**config.mk**
```make
export PLATFORM = sky130hd
export DESIGN_NAME = dmem_arbiter
export DESIGN_NICKNAME = d
export VERILOG_FILES = /design/src/rtl/dmem_arbiter.sv
export SDC_FILE = /design/constraint.sdc
export NUM_CORES = 1
export LEC_CHECK = 0
export ABC_AREA = 0
export BUFFER_PORTS_ARGS = -buffer_cell sky130_fd_sc_hd__buf_2
export CAP_MARGIN = 40
export CORE_AREA = 2 2 157 159
export CTS_CLUSTER_SIZE = 25
export DETAILED_ROUTE_END_ITERATION = 12
export DIE_AREA = 0 0 159 161
export GPL_TIMING_DRIVEN = 0
export MAX_ROUTING_LAYER = met4
export SETUP_SLACK_MARGIN = 0.3
export SYNTH_ARGS = -nofsm -noshare
export SYNTH_HDL_FRONTEND = slang
export SYNTH_SLANG_ARGS = --single-unit
```
**constraint.sdc**
```tcl
create_clock -name clk -period 6.7 [get_ports clk]
set_input_delay 1.34 -clock clk [delete_from_list [all_inputs] [get_ports clk]]
set_output_delay 1.34 -clock clk [all_outputs]
set_load 0.005 [all_outputs]
```
**src/rtl/dmem_arbiter.sv**
```systemverilog
// Round-robin arbiter sharing one single-port data memory between NUM_REQ cores.
// One word access in flight at a time: select (IDLE) -> memory cycle (ACCESS) -> done pulse (DONE).
//
//   state    | meaning
//   ---------+---------------------------------------------------------------
//   S_IDLE   | no transaction in flight; pick next requester after r_last
//   S_ACCESS | memory pins driven from the latched request; read data captured
//   S_DONE   | done pulse to the served core; rotate priority past it
module dmem_arbiter #(
  parameter int NUM_REQ = 4,
  parameter int ADDR_W  = 32,
  parameter int DATA_W  = 32,
  parameter int IDX_W   = $clog2(NUM_REQ)
) (
  input  logic                       clk,
  input  logic                       reset,
  input  logic [NUM_REQ-1:0]         req,
  input  logic [NUM_REQ-1:0]         we,
  input  logic [NUM_REQ*ADDR_W-1:0]  addr,
  input  logic [NUM_REQ*DATA_W-1:0]  wdata,
  output logic [NUM_REQ-1:0]         done,
  output logic [DATA_W-1:0]          rdata,
  output logic [NUM_REQ-1:0]         stall,
  output logic [IDX_W-1:0]           grant_id,
  output logic                       busy,
  output logic                       mem_we,
  output logic [ADDR_W-1:0]          mem_addr,
  output logic [DATA_W-1:0]          mem_wdata,
  input  logic [DATA_W-1:0]          mem_rdata
);

  localparam logic [1:0] S_IDLE   = 2'd0;
  localparam logic [1:0] S_ACCESS = 2'd1;
  localparam logic [1:0] S_DONE   = 2'd2;

  logic [1:0]         r_state;
  logic [IDX_W-1:0]   r_idx;
  logic [IDX_W-1:0]   r_last;
  logic               r_we;
  logic [ADDR_W-1:0]  r_mem_addr;
  logic [DATA_W-1:0]  r_mem_wdata;
  logic [NUM_REQ-1:0] r_done;
  logic [DATA_W-1:0]  r_rdata;

  logic               w_any;
  logic [IDX_W-1:0]   w_sel;
  logic               w_sel_we;
  logic [ADDR_W-1:0]  w_sel_addr;
  logic [DATA_W-1:0]  w_sel_wdata;
  logic [NUM_REQ-1:0] w_done_set;

  // Each requester gets its rotated distance from r_last+1; the nearest active one wins.
  always_comb begin
    int best;
    int d;
    best        = NUM_REQ;
    d           = 0;
    w_any       = 1'b0;
    w_sel       = '0;
    w_sel_we    = 1'b0;
    w_sel_addr  = '0;
    w_sel_wdata = '0;
    for (int i = 0; i < NUM_REQ; i++) begin
      if (i > int'(r_last)) d = i - int'(r_last) - 1;
      else                  d = i + NUM_REQ - int'(r_last) - 1;
      if (req[i] && (d < best)) begin
        best        = d;
        w_any       = 1'b1;
        w_sel       = IDX_W'(i);
        w_sel_we    = we[i];
        w_sel_addr  = addr[i*ADDR_W +: ADDR_W];
        w_sel_wdata = wdata[i*DATA_W +: DATA_W];
      end
    end
  end

  assign w_done_set = {{(NUM_REQ-1){1'b0}}, 1'b1} << r_idx;

  always_ff @(posedge clk or negedge reset) begin
    if (!reset) begin
      r_state     <= S_IDLE;
      r_idx       <= '0;
      r_last      <= IDX_W'(NUM_REQ - 1);
      r_we        <= 1'b0;
      r_mem_addr  <= '0;
      r_mem_wdata <= '0;
      r_done      <= '0;
      r_rdata     <= '0;
    end else begin
      r_done <= '0;
      case (r_state)
        S_IDLE: begin
          if (w_any) begin
            r_idx       <= w_sel;
            r_we        <= w_sel_we;
            r_mem_addr  <= w_sel_addr;
            r_mem_wdata <= w_sel_wdata;
            r_state     <= S_ACCESS;
          end
        end
        S_ACCESS: begin
          if (!r_we) r_rdata <= mem_rdata;
          r_done  <= w_done_set;
          r_state <= S_DONE;
        end
        S_DONE: begin
          r_last  <= r_idx;
          r_state <= S_IDLE;
        end
        default: r_state <= S_IDLE;
      endcase
    end
  end

  // Address/data registers double as the memory pins so they hold between accesses.
  assign mem_we    = (r_state == S_ACCESS) & r_we;
  assign mem_addr  = r_mem_addr;
  assign mem_wdata = r_mem_wdata;
  assign done      = r_done;
  assign rdata     = r_rdata;
  assign grant_id  = r_idx;
  assign busy      = (r_state != S_IDLE);
  assign stall     = req & ~r_done;

endmodule

```
# After elaboration in Yosys (flattened, before gate mapping)
# Index checks and enable logic that the tools add are counted.
dict set report op_classes {
  addsub 14
  n_lt_le_gt_ge 7
  n_eq_ne 3
  shifts 1
  mux 28
  bitwise_logic 4
  reduce_logical 8
}
# operator n
set op_table {}
lappend op_table {{32-bit 2-to-1 mux} 14}
lappend op_table {{32-bit less-than comparator} 3}
lappend op_table {{4-bit by 2-bit subtractor with 5-bit output, second input constant} 4}
lappend op_table {{3-bit by 2-bit subtractor with 4-bit output, first input constant} 4}
lappend op_table {{3-bit by 2-bit subtractor with 4-bit output, second input constant} 3}
lappend op_table {{1-bit 2-to-1 mux} 9}
lappend op_table {{2-bit 2-to-1 mux} 3}
lappend op_table {{2-bit by 2-bit subtractor with 3-bit output, first input constant} 2}
lappend op_table {{5-bit by 4-bit less-than comparator with 1-bit output, second input constant} 1}
lappend op_table {{4-bit bitwise AND} 1}
lappend op_table {{2-bit > comparator, first input constant} 2}
lappend op_table {{1-bit logical AND} 4}
lappend op_table {{4-bit 2-to-1 mux} 1}
lappend op_table {{4-bit NOT} 1}
lappend op_table {{2-bit case mux with 2 select lines} 1}
lappend op_table {{2-bit AND reduction} 2}
lappend op_table {{1-bit by 2-bit left shift with 4-bit output, first input constant} 1}
lappend op_table {{1-bit by 2-bit subtractor with 3-bit output, first input constant} 1}
lappend op_table {{2-bit by 1-bit == test with 1-bit output, second input constant} 1}
lappend op_table {{2-bit == test, second input constant} 1}
lappend op_table {{1-bit by 2-bit > comparator with 1-bit output, first input constant} 1}
lappend op_table {{2-bit zero test} 1}
lappend op_table {{2-bit inequality test, second input constant} 1}
lappend op_table {{2-bit nonzero test} 1}
lappend op_table {{2 further kinds} 2}
dict set report word_totals {
  regBits 107
  inputBits 298
  output_inout_bits 108
  wordCells 73
}

# Logic depth before layout (Yosys ltp)
# Gate-level depths: netlist (run 1).
dict set report depth {
  word_depth 16
  ltp_mapped 33
  ltp_nobuf 26
}

# Worst setup path after synthesis (run 1)
# Ideal clock, no wire load.
dict set report synth_path {
  path_type {in2reg}
  from {in req[0]}
  to {reg r_mem_addr[0], in the netlist mem_addr[0]}
  setup_ns 0.104
  arrival_ns 6.370
  required_time_ns 6.596
  slack_ns 0.227
  stages 28
  path_buffers 10
  path_cell_list {buf_6 > clkbuf_1 > clkbuf_1 > ha_1 > nand2_1 > o211ai_2 > nand2_1 > buf_2 > clkbuf_1 > buf_1 > a22oi_1 > ha_1 > a2111oi_2 > nand4_1 > nor3_2 > nor3_2 > inv_2 > buf_2 > clkbuf_1 > nand2_1 > ha_1 > nor2b_1 > a211oi_2 > a31o_4 > o21ai_2 > buf_2 > buf_2 > a221oi_1}
}
dict set report synth_between {
  elab_chain_len 12
}
# element line
set synth_lines {}
lappend synth_lines {{start, declared} 17} ;# input logic [NUM_REQ-1:0] req,
lappend synth_lines {{1-bit logical AND *} 66} ;# if (req[i] && (d < best)) begin
lappend synth_lines {{32-bit 2-to-1 mux} 66}
lappend synth_lines {{32-bit less-than comparator} 66}
lappend synth_lines {{1-bit logical AND} 66}
lappend synth_lines {{32-bit 2-to-1 mux} 66}
lappend synth_lines {{32-bit less-than comparator} 66}
lappend synth_lines {{1-bit logical AND} 66}
lappend synth_lines {{32-bit 2-to-1 mux} 66}
lappend synth_lines {{32-bit less-than comparator} 66}
lappend synth_lines {{1-bit logical AND} 66}
lappend synth_lines {{1-bit 2-to-1 mux} 66}
lappend synth_lines {{2-bit AND reduction (no line)} n/a}
lappend synth_lines {{end signal, assigned} 96} ;# r_mem_addr <= w_sel_addr;
lappend synth_lines {{end, declared} 40} ;# logic [ADDR_W-1:0] r_mem_addr;
# Every way passes the cells marked *; elsewhere a longest branch is shown, timed or not.
# A chain may end at the register's enable or synchronous reset.

# Final worst setup path (run 1)
dict set report layout_path {
  from {in req[0]}
  to {reg r_mem_addr[12], in the netlist mem_addr[12]}
}
# The elaborated chain is that of the path after synthesis.

==> metrics.cfg, run 1 <==
[final_layout]
utilization_pct=45.2
mostFrequentLayoutCell=buf_2
fin_nets=1606
syn_to_final_growth_pct=54.4
finalInstanceArea_um2=10800
final_cell_mix=407 x buf_2, 205 x nor2_1, 105 x dfrtp_1
drive_gt1_share_pct=47.5

[synthesis]
synthXorXnorAreaFrac_pct=0.250
synth-main-ff-cell=dfrtp_1
synth_compound_area_share_pct=25.7
synth_edf_count=0
async_flop_share_pct=100
yosys.area_share.simple_pct=18.2
synth_top_family_by_area=compound AO/OA/AOI/OAI gates
seq_area_frac_synth_pct=38.3
ys_types=45
synth_cells=851
synth_warnings=0
synth_mux_area_share_pct=5.14
synth_area_um2=7010
ys_ff_latch=107
syn_avg_cell_area_um2=8.23
synthAdderAreaFrac_pct=3.04

[floorplanning]
die_h_um=161
dieArea_um2=25600
rows=57
die_w_um=159
top_level_ports=406
start_util_pct=29.2
core_um2=24000

[clocking]
h-tree-depth=3
cts_root_buf=clkbuf_16
ctsHoldBuffers=0
clkSinkCount=107
clkTransAtPathRegs_ns=0.08
cts_buffers=9
clock_latency_ns=0.36
cts_tree=done
cts_max_path_buffers=2

[global_routing]
grt_pass1_vias=8181
grtUsageTotal_pct=24.6
grt_antenna_before_repair=4
grt_pass1_wl_mm=47.2
grt_max_degree=62
grt-ovfl-total=0

[timing]
period_minus_slack_ns=6.29
slew_headroom_pct=32.3
finalHoldViolCount=0
setup_viol=0
worst_pin_slew_ns=1.02
hold_slack_ns=0.502
drv_slew=0
tns_ns=0
finalClockSkew_ns=0.0180
fmax_ghz=0.159
grt_setup_unrepaired=yes
fin_crit_sh_pct=93.9

[power]
swShare_pct=49.7
cellPowerDensity_nw_per_um2=595
clock_power_share_pct=8.4
power_leakage_nw=5.22
combPwrFrac_pct=72.9
power.internal_mw=3.24
switchingPower_mw=3.20
seqPwrFrac_pct=18.7
power_mw=6.44
ir_drop_mv=0.270

[placement]
io_buffer_count=404
place_congestion=0.938
dpl_cell_area_um2=9500
post-dp-hpwl_mm=24.7

[setup_path]
end_kind=flop
start_kind=input port
criticalPathCategory=input port to flop
max_stage_delay_ns=0.44
critPathMaxFanout=10
cp.required_ns=6.93
cpMaxStageDelayCell=a2111oi_2
arrival_ns=6.52

[drt]
wl_per_cell_um=19.6
dr.pass1.iters=5
ant_nets=0
viasPerCell=5.09
drc=0
drtIter0Drc=444
vias=8260
wl_mm=31.9

[hold_path]
hold_path.class=flop to flop

[job]
max_cap_viol_count=0

[run_status]
status=complete, no violations

routing by layer:
metal | global-route usage [%] | up-vias | routed length (µm)
met3 | 4.90 | 39 | 2100
met2 | 42.6 | 377 | 16300
met4 | 5.50 | 0 | 599
li1 | - | 3883 | -
met5 | - | - | 0
met1 | 29.7 | 3961 | 12900
cell type report:
class	count	area, µm²
Multi-Input combinational cell	597	4430
Tap cell	324	405
Inverter	75	290
Buffer	75	494
Clock inverter	7	60.1
Sequential cell	107	2680
Clock buffer	9	225
Fill cell	2440	13100
Timing Repair Buffer	426	2230
Antenna cell	3	7.51
flip-flops by register name (all words and copies together) (netlist names):
register and flops:
grant_id 2, r_we 1, r_state 2, r_last 2
mem_addr 32, mem_wdata 32, done 4, rdata 32
repair_timing:
| item | 4_1_cts | 5_1_grt |
|---|---|---|
| setup endpoints to repair | 68 | 68 |
| setup buffers | 6 | 13 |
| pin swaps | 5 | 12 |
| gates resized for setup | 103 | 105 |
Yosys cell counts, types with 3 or more instances:
| cell | count | area, µm² |
|---|---|---|
| buf_2 | 9 | 45.0 |
| nor2b_1 | 7 | 43.8 |
| nor2_1 | 205 | 769 |
| nand2b_1 | 3 | 18.8 |
| buf_6 | 10 | 113 |
| inv_1 | 74 | 278 |
| a2111oi_2 | 8 | 120 |
| nor3_1 | 5 | 25.0 |
| buf_1 | 6 | 22.5 |
| o21ai_0 | 9 | 45.0 |
| nand2_1 | 82 | 308 |
| a21oi_1 | 69 | 345 |
| ha_1 | 17 | 213 |
| mux2_2 | 32 | 360 |
| a221oi_1 | 58 | 508 |
| clkbuf_1 | 51 | 191 |
| a221oi_2 | 7 | 105 |
| dfrtp_1 | 105 | 2630 |
| a2111oi_0 | 58 | 508 |
kinds of logic after synthesis:
family | after synthesis
adder cells (fa/ha/maj) | 17
multiplexers | 32
AO/OA/AOI/OAI | 225
flip-flops | 107
AND/OR/NAND/NOR | 315
other | 2
XOR/XNOR | 2
buffers and inverters | 151
final timing paths:
check                           from       endpoint  slack (ns)  cells after the start
hold / removal             rdata[11]      rdata[11]        0.50                      1
hold reg to reg            rdata[11]      rdata[11]        0.50                      1
min in group asynchronous      reset  mem_wdata[17]        0.99                      1
setup / recovery              req[0]   mem_addr[12]        0.41                     30
setup reg to reg           r_last[0]   mem_addr[12]        0.48                     31
max in group asynchronous      reset   mem_addr[16]        4.96                      2
stage by stage:
step | setup slack [ns] | std cells
2_1_floorplan | 0.331 | 855
3_3_place_gp | -2.08 | 1583
3_5_place_dp | -1.85 | 1586
4_1_cts | 0.300 | 1607
5_1_grt | 0.180 | 1623
6_report | 0.411 | 1623
worst max-delay path: cells and delay by family:
| kind | cells | cell delay, ns |
|---|---|---|
| compound gates | 11 | 1.86 |
| fa+ha+maj | 3 | 0.88 |
| buf+inv | 10 | 1.58 |
| simple gates | 6 | 0.84 |
power by group through the flow:
stage	Combinational (mW)	Clock (mW)	Sequential, mW
after floorplan	2.18	0	1.22
after global placement	3.47	0	1.20
after detailed placement	3.53	0	1.21
after CTS	3.99	0.560	1.20
after global routing	5.08	0.585	1.25
final	4.69	0.542	1.20
No activity file was read; power rests on OpenSTA's default activity.
==> inputs of run 2 (changes only) <==
--- a/config.mk
+++ b/config.mk
@@ -5,7 +5,7 @@
 export SDC_FILE = /design/constraint.sdc
 export NUM_CORES = 1
 export LEC_CHECK = 0
-export ABC_AREA = 0
+export ABC_AREA = 1
 export BUFFER_PORTS_ARGS = -buffer_cell sky130_fd_sc_hd__buf_2
 export CAP_MARGIN = 40
 export CORE_AREA = 2 2 157 159
@@ -14,6 +14,7 @@
 export DIE_AREA = 0 0 159 161
 export GPL_TIMING_DRIVEN = 0
 export MAX_ROUTING_LAYER = met4
+export PLACE_DENSITY = 0.58
 export SETUP_SLACK_MARGIN = 0.3
 export SYNTH_ARGS = -nofsm -noshare
 export SYNTH_HDL_FRONTEND = slang
==> metrics.cfg, run 2 <==
[run_status]
status=complete, no violations

[global_routing]
grt_max_degree=67
grt-ovfl-total=0
grt_pass1_wl_mm=45.3
grt_antenna_before_repair=0
grt_pass1_vias=8186
grtUsageTotal_pct=23.4

[final_layout]
multi_input_area_um2=3860
fin_nets=1736
syn_to_final_growth_pct=40.8
instances_no_fill=1750
drive_gt1_share_pct=35.0
finalInstanceArea_um2=9820
antennaDiodeCount=0
nFillCells=2607
regArea_um2=2680
final_cell_mix=433 x nand2_1, 414 x buf_2, 105 x dfrtp_1
mostFrequentLayoutCell=nand2_1

[floorplanning]
dieArea_um2=25600
die_w_um=159
top_level_ports=406
start_util_pct=29.1
rows=57
die_h_um=161
core_um2=24000

[clocking]
cts_max_path_buffers=2
cts_buffers=9
cts_root_buf=clkbuf_16
clkSinkCount=107
post_cts_buffers=0
clkTransAtPathRegs_ns=0.08
h-tree-depth=3
cts_tree=done
clock_latency_ns=0.36

[placement]
post-place-ws_ns=-1.55
dpl_cell_area_um2=9450
io_buffer_count=404
post-dp-hpwl_mm=23.8
place_congestion=0.919
placedCellCount=1734

[synthesis]
async_flop_share_pct=100
synth_edf_count=0
ys_ff_latch=107
synth-main-ff-cell=dfrtp_1
ys_types=28
synth_commonest_cells=433 x nand2_1, 105 x dfrtp_1, 79 x nor2_1, 72 x nand3_1
synth_top_area_share_pct=37.7
synth_area_leaders=dfrtp_1 38%, nand2_1 23%, o31ai_1 7.0%
synth_warnings=0
yosys.area.top_type=dfrtp_1
seq_area_frac_synth_pct=38.4
synth_most_common_cell=nand2_1
synth_cells=1001
syn_avg_cell_area_um2=6.97
synth_area_um2=6970

[drt]
drc=0
wl_per_cell_um=17.0
vias=8196
ant_nets=0
viasPerCell=4.68
wl_mm=29.8
dr.pass1.iters=5
drtIter0Drc=438

[timing]
setup_viol=0
fmax_ghz=0.164
drv_slew=0
period_minus_slack_ns=6.09
worst_slack_ns=0.615
finalClockSkew_ns=0.0109
hold_slack_ns=0.482
worst_pin_slew_ns=0.893
finalHoldViolCount=0
grt_setup_unrepaired=no
fin_crit_sh_pct=90.8
slew_headroom_pct=40.5

[setup_path]
cp_common_cell=nand2_1
criticalPathCategory=input port to flop
end_kind=flop
cpMaxStageDelayCell=a2111oi_1
timing.reg2reg.setup_slack_ns=0.85
start_kind=input port
max_stage_delay_ns=0.33
arrival_ns=6.39
critPathMaxFanout=10
cp.required_ns=7.00

[power]
ir_drop_mv=0.200
power_leakage_nw=5.49
cellPowerDensity_nw_per_um2=464

[hold_path]
hold_path.class=flop to flop

[job]
max_cap_viol_count=0

-- run 2: cell families after synthesis --
family	synth area share, %
and+or+nand+nor	33.9
AOI/OAI and AO/OA	12.6
DFF	38.4
buffers and inverters	6.50
muxes	5.17
adders and majority gates	3.05
other	0.108
xor gates and xnor gates	0.251
-- run 2: where the power goes --
group | total [mW] | switching, mW | leakage [nW] | internal (mW)
sequential | 1.11 | 0.156 | 1.33 | 0.957
clock | 0.558 | 0.286 | 0.153 | 0.272
combinational | 2.88 | 1.80 | 4.01 | 1.09
total | 4.55 | 2.24 | 5.49 | 2.32
-- run 2: worst paths after layout --
path	startpoint	to	cells past startpoint
setup reg to reg	r_last[0]	mem_addr[29]	35
max in group asynchronous	reset	rdata[7]	2
setup / recovery	req[0]	mem_addr[29]	38
min in group asynchronous	reset	mem_wdata[12]	1
hold reg to reg	mem_wdata[4]	mem_wdata[4]	2
hold / removal	mem_wdata[4]	mem_wdata[4]	2
-- run 2: through the flow --
step	setup TNS [ns]	total power, mW	utilization [%]
finish	0	4.55	41.0
global route	0	5.02	41.0
CTS	0	4.59	40.9
detailed placement	-99.07	4.00	39.4
global placement	-98.32	3.97	39.3
floorplan	0	2.91	-
-- run 2: per-layer routing --
layer / wire [µm] / up-vias / track usage [%]
met2: 14700 / 354 / 40.4
li1: - / 4105 / -
met1: 12700 / 3701 / 28.5
met4: 590 / 0 / 5.91
met5: 0 / - / -
met3: 1850 / 36 / 3.90
-- run 2: area by class of cell --
| type | count | share of cell area (%) |
|---|---|---|
| clock inverter | 7 | 0.905 |
| multi-input combinational | 796 | 39.3 |
| clock buffer | 9 | 2.29 |
| tap | 324 | 4.13 |
| buffer | 75 | 4.04 |
| timing repair buffer | 405 | 20.9 |
| inverter | 27 | 1.11 |
| sequential | 107 | 27.3 |
-- run 2: what timing repair did --
item / 4_1_cts / 5_1_grt
resized for setup: 14 / 14
pin swaps: 0 / 0
endpoints found under the setup margin: 68 / 68
hold buffers: 0 / 0
-- run 2: critical path: cells and delay by family --
family                   cells  cell delay (ns)
buffers and inverters       15             2.14
adder cells (fa/ha/maj)      3             0.82
AND/OR/NAND/NOR             18             1.63
AO/OA/AOI/OAI                2             0.40
==> inputs of run 3 (changes only) <==
--- a/config.mk
+++ b/config.mk
@@ -6,15 +6,15 @@
 export NUM_CORES = 1
 export LEC_CHECK = 0
 export ABC_AREA = 1
-export BUFFER_PORTS_ARGS = -buffer_cell sky130_fd_sc_hd__buf_2
 export CAP_MARGIN = 40
 export CORE_AREA = 2 2 157 159
 export CTS_CLUSTER_SIZE = 25
 export DETAILED_ROUTE_END_ITERATION = 12
 export DIE_AREA = 0 0 159 161
+export DONT_BUFFER_PORTS = 1
 export GPL_TIMING_DRIVEN = 0
 export MAX_ROUTING_LAYER = met4
-export PLACE_DENSITY = 0.58
+export PLACE_DENSITY = 0.44
 export SETUP_SLACK_MARGIN = 0.3
 export SYNTH_ARGS = -nofsm -noshare
 export SYNTH_HDL_FRONTEND = slang
==> metrics.cfg, run 3 (same netlist as run 2, synthesis figures left out) <==
[run_status]
status=complete, no violations

[setup_path]
max_stage_delay_ns=0.28
arrival_ns=6.24
reg2reg_depth=35
start_kind=input port
criticalPathCategory=input port to flop
end_kind=flop
cp.depth=38
cp_common_cell=nand2_1
critPathMaxFanout=10
cp.required_ns=7.00
critical-path-top-delay-family=buffers and inverters
cpMaxStageDelayCell=ha_1
path_buf_inv=15

[final_layout]
utilization_pct=32.5
mostFrequentLayoutCell=nand2_1
drive_gt1_share_pct=9.39
final_cell_mix=433 x nand2_1, 105 x dfrtp_1, 79 x nor2_1
fin_nets=1332
finalInstanceArea_um2=7800
syn_to_final_growth_pct=11.8

[drt]
dr.pass1.iters=6
ant_nets=0
viasPerCell=5.11
wl_mm=28.6
drtIter0Drc=370
wl_per_cell_um=21.2
vias=6883
drc=0

[global_routing]
grtUsageTotal_pct=22.5
grt_pass1_vias=7039
grt_pass1_wl_mm=42.6
grt_max_degree=108
grt-ovfl-total=0
grt_antenna_before_repair=2

[power]
cellPowerDensity_nw_per_um2=546
clock_power_share_pct=13.5
seqPwrFrac_pct=29.1
combPwrFrac_pct=57.4
power_leakage_nw=3.84
ir_drop_mv=0.177
power_mw=4.26
switchingPower_mw=2.17
power.internal_mw=2.08
swShare_pct=51.1

[timing]
worst_pin_slew_ns=0.667
finalHoldViolCount=0
drv_slew=0
finalClockSkew_ns=0.0116
period_minus_slack_ns=5.94
grt_setup_unrepaired=no
setup_viol=0
tns_ns=0
fmax_ghz=0.168
hold_slack_ns=0.486
slew_headroom_pct=55.5
fin_crit_sh_pct=88.6

[floorplanning]
top_level_ports=406
die_w_um=159
rows=57
dieArea_um2=25600
die_h_um=161
start_util_pct=29.1
core_um2=24000

[hold_path]
hold_path.class=flop to flop
hold_depth=2

[clocking]
clock_latency_ns=0.37
clkSinkCount=107
cts_root_buf=clkbuf_16
clkTransAtPathRegs_ns=0.09
cts_max_path_buffers=2
ctsHoldBuffers=0
cts_tree=done
cts_buffers=9
post_cts_buffers=0
h-tree-depth=3

[placement]
place_congestion=0.877
post-dp-hpwl_mm=22.1
io_buffer_count=0
dpl_cell_area_um2=7400

[job]
max_cap_viol_count=0

run 3: cell types whose count changed in the layout (fill, tap and decap cells not counted), moves of 2 or more:
cell,change
inv_8,-2
buf_8,+2
diode_2,+2
buf_2,-403
run 3: repair_timing:
item | 4_1_cts | 5_1_grt
pin swaps | 0 | 0
resized for setup | 16 | 15
setup endpoints to repair | 68 | 68
run 3: power groups by stage:
stage / combinational, mW / sequential, mW / clock, mW
final: 2.44 / 1.24 / 0.576
after global routing: 2.82 / 1.27 / 0.627
after CTS: 2.46 / 1.24 / 0.599
after detailed placement: 2.43 / 1.25 / 0
after global placement: 2.42 / 1.26 / 0
after floorplan: 1.77 / 1.14 / 0
run 3: final cells by class:
| class | instances | area, µm² |
|---|---|---|
| fillers | 2720 | 16200 |
| multi-input cells | 796 | 3870 |
| flip-flops and latches | 107 | 2680 |
| plain buffers | 75 | 407 |
| well taps | 324 | 405 |
| clock buffers | 9 | 225 |
| inverters | 27 | 106 |
| clock inverters | 7 | 91.3 |
| repair buffers | 1 | 11.3 |
| diodes | 2 | 5.00 |
run 3: path summary, 6_finish.rpt:
kind / start / to / slack, ns
worst max register to register: r_last[0] / mem_addr[13] / 0.92
worst min register to register: r_we / r_we / 0.49
max in group asynchronous: reset / r_last[1] / 5.80
min in group asynchronous: reset / mem_wdata[3] / 0.66
worst min-delay path: r_we / r_we / 0.49
worst max-delay path: req[0] / mem_addr[13] / 0.76
run 3: per-layer routing:
layer  GRT usage (%)  up-vias  routed length, µm
li1                -     3281                  -
met1            26.3     3243              11600
met2            38.0      313              14000
met3            5.16       46               2120
met4            8.51        0                905
met5               -        -                  0
run 3: stage by stage:
step                      setup WS (ns)  std cells
after CTS                         0.385       1346
after detailed placement          -1.82       1330
after global routing              0.306       1348
after global placement            -1.86       1329
after floorplan                   0.757       1005
final                             0.763       1348
run 3: tightest hold or removal path: stages, from the launching register on:
cell and delay, ns:
dfrtp_1 0.35, nand2_1 0.06, nand2_1 0.05
